**src/rtl/shift32_seq_ctrl.sv**
```systemverilog
`default_nettype none
// +----------------------------------------------------------------------------+
// | Module   : shift32_seq_ctrl                                                 |
// | Purpose  : Load-then-shift command sequencer for a 32-bit 194-style shifter.|
// | Revision : 1.0  initial release                                             |
// +----------------------------------------------------------------------------+
module shift32_seq_ctrl #(
   parameter int WIDTH = 32,
   parameter int AMT_W = 5
) (
   input  logic             clk,
   input  logic             clear,
   input  logic             cmd_valid,
   output logic             cmd_ready,
   input  logic [WIDTH-1:0] cmd_data,
   input  logic             cmd_dir,
   input  logic [AMT_W-1:0] cmd_amt,
   input  logic [1:0]       cmd_mode,
   input  logic [WIDTH-1:0] Q,
   output logic             S1,
   output logic             S0,
   output logic             SR,
   output logic             SL,
   output logic [WIDTH-1:0] PData,
   output logic             busy,
   output logic             done
);

   typedef enum logic [1:0] {
      ST_IDLE  = 2'd0,
      ST_LOAD  = 2'd1,
      ST_SHIFT = 2'd2,
      ST_DONE  = 2'd3
   } state_t;

   localparam logic [1:0] c_mode_zero  = 2'b00;
   localparam logic [1:0] c_mode_one   = 2'b01;
   localparam logic [1:0] c_mode_arith = 2'b10;
   localparam logic [1:0] c_mode_rot   = 2'b11;

   localparam logic [1:0] c_sel_hold  = 2'b00;
   localparam logic [1:0] c_sel_right = 2'b01;
   localparam logic [1:0] c_sel_left  = 2'b10;
   localparam logic [1:0] c_sel_load  = 2'b11;

   localparam logic [AMT_W-1:0] c_amt_one = AMT_W'(1);

   state_t           r_state;
   logic [1:0]       r_sel;
   logic [WIDTH-1:0] r_data;
   logic             r_dir;
   logic [AMT_W-1:0] r_amt;
   logic [1:0]       r_mode;
   logic [AMT_W-1:0] r_cnt;
   logic             r_busy;
   logic             r_done;
   logic             w_fill;

   // Ready is gated by clear so it drops the moment the shared clear rises.
   assign cmd_ready = (r_state == ST_IDLE) && !clear;

   always_ff @(posedge clk or posedge clear) begin
      if (clear) begin
         r_state <= ST_IDLE;
         r_sel   <= c_sel_hold;
         r_data  <= '0;
         r_dir   <= 1'b0;
         r_amt   <= '0;
         r_mode  <= c_mode_zero;
         r_cnt   <= '0;
         r_busy  <= 1'b0;
         r_done  <= 1'b0;
      end else begin
         case (r_state)
            ST_IDLE: begin
               if (cmd_valid) begin
                  r_data  <= cmd_data;
                  r_dir   <= cmd_dir;
                  r_amt   <= cmd_amt;
                  r_mode  <= cmd_mode;
                  r_cnt   <= cmd_amt;
                  r_busy  <= 1'b1;
                  r_sel   <= c_sel_load;
                  r_state <= ST_LOAD;
               end
            end
            ST_LOAD: begin
               if (r_amt == '0) begin
                  r_sel   <= c_sel_hold;
                  r_done  <= 1'b1;
                  r_state <= ST_DONE;
               end else begin
                  r_sel   <= r_dir ? c_sel_right : c_sel_left;
                  r_state <= ST_SHIFT;
               end
            end
            ST_SHIFT: begin
               // The edge that sees a count of one performs the final shift.
               if (r_cnt == c_amt_one) begin
                  r_sel   <= c_sel_hold;
                  r_done  <= 1'b1;
                  r_state <= ST_DONE;
               end else begin
                  r_cnt <= r_cnt - c_amt_one;
               end
            end
            ST_DONE: begin
               r_done  <= 1'b0;
               r_busy  <= 1'b0;
               r_state <= ST_IDLE;
            end
            default: begin
               r_sel   <= c_sel_hold;
               r_done  <= 1'b0;
               r_busy  <= 1'b0;
               r_state <= ST_IDLE;
            end
         endcase
      end
   end

   always_comb begin
      w_fill = 1'b0;
      case (r_mode)
         c_mode_zero:  w_fill = 1'b0;
         c_mode_one:   w_fill = 1'b1;
         c_mode_arith: w_fill = r_dir ? Q[WIDTH-1] : 1'b0;
         c_mode_rot:   w_fill = r_dir ? Q[0] : Q[WIDTH-1];
         default:      w_fill = 1'b0;
      endcase
   end

   // Only the serial input on the active side carries the fill bit.
   assign SR    = r_dir ? w_fill : 1'b0;
   assign SL    = r_dir ? 1'b0 : w_fill;
   assign S1    = r_sel[1];
   assign S0    = r_sel[0];
   assign PData = r_data;
   assign busy  = r_busy;
   assign done  = r_done;

endmodule
`default_nettype wire

```
**config.mk**
```make
export PLATFORM = sky130hd
export DESIGN_NAME = shift32_seq_ctrl
export DESIGN_NICKNAME = d
export VERILOG_FILES = /design/src/rtl/shift32_seq_ctrl.sv
export SDC_FILE = /design/constraint.sdc
export NUM_CORES = 1
export LEC_CHECK = 0
export ABC_CLOCK_PERIOD_IN_PS = 2100
export BUFFER_PORTS_ARGS = -buffer_cell sky130_fd_sc_hd__buf_4
export CORE_MARGIN = 1.5
export CORE_UTILIZATION = 45
export DETAILED_ROUTE_END_ITERATION = 16
export GPL_TIMING_DRIVEN = 0
export PLACE_DENSITY = 0.79
export SLEW_MARGIN = 20
export SYNTH_ARGS = -nofsm -noshare
export SYNTH_HDL_FRONTEND = slang
export SYNTH_SLANG_ARGS = --single-unit
```
**constraint.sdc**
```tcl
create_clock -name clk -period 2.1 [get_ports clk]
set_input_delay 0.42 -clock clk [delete_from_list [all_inputs] [get_ports clk]]
set_output_delay 0.42 -clock clk [all_outputs]
set_load 0.01 [all_outputs]
```
==> results <==
- Cells with a size suffix above 1 make up 52.81% of the layout.
- The area overhead of the layout relative to synthesis is 37.36%.
- The final critical-path share of the clock period is 94.20%.
- During synthesis, Yosys emitted a total of 0 warnings.
- The number of clock sinks is 51.
- At the end of routability-driven placement, the weighted congestion stood at 0.8800.
- The half-perimeter wire length after detailed placement is 3.528 mm.
- The worst-case setup slack after placement is -15.37 ps.
- Measured along the y axis, the die boundary spans 73.67 µm.
- The data required time at the worst endpoint is 2290 ps.
- The fraction of post-synthesis cell area in the top cell type by area is 56.79%.
- The met2 track utilization from global routing is 30.73%.
- In the routed design, unresolved DRC markers number 0.
- Once the floorplan was initialized, standard cells occupied 47.26% of the core.
- Dividing the detail-routed wire length by the instance count gives 14.03 µm.
- The total inserted antenna cells is 0.
- The sort of element at the start of the critical path is a register.
- The run finished with clean final reports.
- The transition at the pin with the smallest max-transition slack is 395.9 ps.
- The worst path meets setup with 121.8 ps of slack.
- By count the netlist is led by sky130_fd_sc_hd__dfrtp_1 (51), sky130_fd_sc_hd__mux2_2 (39), sky130_fd_sc_hd__o21ai_0 (11).
- The total number of vias is 1655.
- The clock tree synthesis step divided the H-tree into 2 levels.
- The proportion of register bits with asynchronous set or reset after synthesis is 100.0%.
- The total of hold buffers inserted after clock tree synthesis is 0.
- In the global route stage, met3 resource usage came out at 5.350%.
- For this run, the leading register cell type out of synthesis is sky130_fd_sc_hd__dfrtp_1.
- Pin placement for this block handled 114 I/O pins.
- Across the run, the number of max-cap violations was 0.
- The count of buffers inserted at the top-level ports is 83.
- The fill cell total of the finished layout is 402.
- The worst register-to-register path has a setup slack of 120 ps.
- After detailed routing, the total wire length is 4.687 mm.
- Counting flops with a built-in enable in the synthesized netlist gives 0.
- STA classifies the critical path endpoint as a register.
- The die outline area is 0.005427 mm².
- The classification of the worst-slack hold path is primary input to asynchronous set/reset pin.
- The number of nets handed over by synthesis was 258.
- The most instantiated library cell after synthesis is sky130_fd_sc_hd__dfrtp_1.
- After synthesis, flip-flops and latches occupy 56.79% of the total area.
- The final standard cell utilization of the core is 64.92%.
- The final hold violation count was 0.
- The most used routing layer is met2.
- The total routing resource utilization after global routing is 17.96%.
- The clock tree from TritonCTS is built.
- In the final design database the tool counted 348 nets.
- Of all nets on the critical path, the largest fanout is 6.
- The number of antenna violations at the first check in global routing was 0.
- The core region is 0.004755 mm².
- The maximum resistive drop on vdd is 0.8227 mV.
- The mapped netlist covers 0.002247 mm².
- At the worst endpoint, the arrival time is 2170 ps.
- The pre-antenna-repair detailed-routing pass consisted of 4 iterations.
- The final global-route overflow total is 0.
- Counting distinct cell types in the post-synthesis netlist gives 31.
- The relative slew slack is 73.56%.
- The maximum number of buffers from clock root to sink is 2.
- The synthesized instance count is 176.
- Global routing consumed, on the met1 layer, 21.77% of the routing resources.
- The average footprint of a synthesized cell is 12.77 µm².
- The number of slew-limit violations in the final report is 0.
- In this run, CTS created clock tree buffers numbering 5.
- The setup-violating endpoint count in the final report is 0.
- The count of standard-cell rows is 25.
- In this run, the number of DRC markers left after iteration 0 of detailed routing was 42.
- Between clock sinks in the finished design, the worst skew comes to 2.694 ps.
- The most area-hungry cell type in the Yosys netlist is sky130_fd_sc_hd__dfrtp_1.
- The die is 73.67 µm wide.
- For this design the ratio of total power to cell area is 1517 mW/mm².
- Once detail routing completed, the nets flagged for antenna violations numbered 0.
- After synthesis, the cell types taking the most area are sky130_fd_sc_hd__dfrtp_1 (57%), sky130_fd_sc_hd__mux2_2 (20%), sky130_fd_sc_hd__ha_1 (3.9%).
- Counting flops and latches in the post-synthesis netlist gives 51.
- The clock tree root driver cell is sky130_fd_sc_hd__clkbuf_8.
- The first global-routing pass estimated 7.403 mm of wire.
- Clock-pin slew was measured on the worst setup and hold paths at 90 ps.
- Setup repair after global routing left no endpoint under its margin.
- The number of global-route vias before repair is 1652.
- For the worst-skew pair, the clock arrives at the later sink with an insertion delay of 300 ps.
- The maximum clock frequency is 0.5055 GHz.
- The per-cell via count in the routed design is 4.955.
- The critical path is of the register to register type.
- In this run the static leakage power is 1.493 nW.
- Subtracting the final worst setup slack from the clock period gives 1978 ps.
- The pin count of the biggest net entering global routing is 36.
path summary, 6_finish.rpt:
kind | endpoint | from | depth (start not counted)
setup / recovery | r_sel[1] | r_cnt[1] | 6
hold / removal | r_state[0] | clear | 2
setup reg to reg | r_sel[1] | r_cnt[1] | 6
hold reg to reg | PData[31] | PData[31] | 1
max in group asynchronous | PData[10] | clear | 3
min in group clk | PData[21] | cmd_data[21] | 2
final cells by class:
type	instances	area [µm²]	share of cell area [%]
flip-flops and latches	51	1276	41.35
repair buffers	84	643.1	20.84
multi-input cells	108	903.4	29.27
plain buffers	6	30.03	0.9728
inverters	10	37.54	1.216
clock buffers	5	68.82	2.229
clock inverters	3	43.79	1.419
well taps	67	83.83	2.716
cell families (layout without fill, tap and decap cells):
family          Yosys count  count (layout)  share of synthesized area (%)
flops                    51              51                          56.79
fa+ha+maj                 7               7                          3.897
buf+inv                  17             108                          3.007
mux                      42              42                          21.10
simple gates             28              28                          6.348
compound gates           31              31                          8.853
power breakdown:
| part | switching (mW) | leakage, nW | internal (mW) |
|---|---|---|---|
| Clock | 0.326 | 0.0581 | 0.355 |
| Combinational | 0.993 | 0.832 | 1.23 |
| Sequential | 0.291 | 0.603 | 1.49 |
| Total | 1.61 | 1.49 | 3.07 |
registers in the layout, indices dropped and copies added, names as in the netlist:
signal,cells
busy,1
r_sel,2
r_amt,5
r_cnt,5
r_mode,2
PData,32
r_state,2
done,1
r_dir,1
placed cells by master (no fill, tap or decap), drive strengths merged, types with 2 or more instances in the layout:
master and n:
nand3 2, buf 89, o31ai 2, a21oi 9, dfrtp 51, nand2b 3, inv 10, mux2i 2
clkinv 2, ha 7, nor4 2, nand2 9, nor2 5, nor2b 3, o21ai 12, mux2 40
clkbuf 6
worst max-delay path, cell delays in order (launching register included):
cell and delay (ps):
sky130_fd_sc_hd__dfrtp_1 400, sky130_fd_sc_hd__inv_1 100, sky130_fd_sc_hd__ha_1 140, sky130_fd_sc_hd__or4b_1 420
sky130_fd_sc_hd__buf_2 180, sky130_fd_sc_hd__a211oi_4 310, sky130_fd_sc_hd__mux2_4 330
timing repair:
action / in CTS / in global routing
setup endpoints to repair: 17 / 6
buffers inserted: 0 / 0
resized for setup: 2 / 2
metal layers:
layer / vias to the layer above / wire, µm
met1: 805 / 1924
li1: 793 / -
met5: - / 0
met4: 0 / 58
met2: 50 / 2436
met3: 7 / 268
per-stage QoR:
stage	power, mW	hold slack (ps)	cell area, µm²	std cells	setup TNS [ps]
2_1_floorplan	3.108	448.0	2247	176	0
3_3_place_gp	3.933	474.5	2954	326	-11760
3_5_place_dp	4.037	442.4	2974	327	-44.35
4_1_cts	4.730	112.4	3089	335	0
5_1_grt	5.016	136.2	3087	334	0
6_report	4.683	103.2	3087	334	0
No activity file was read; power rests on OpenSTA's default activity.
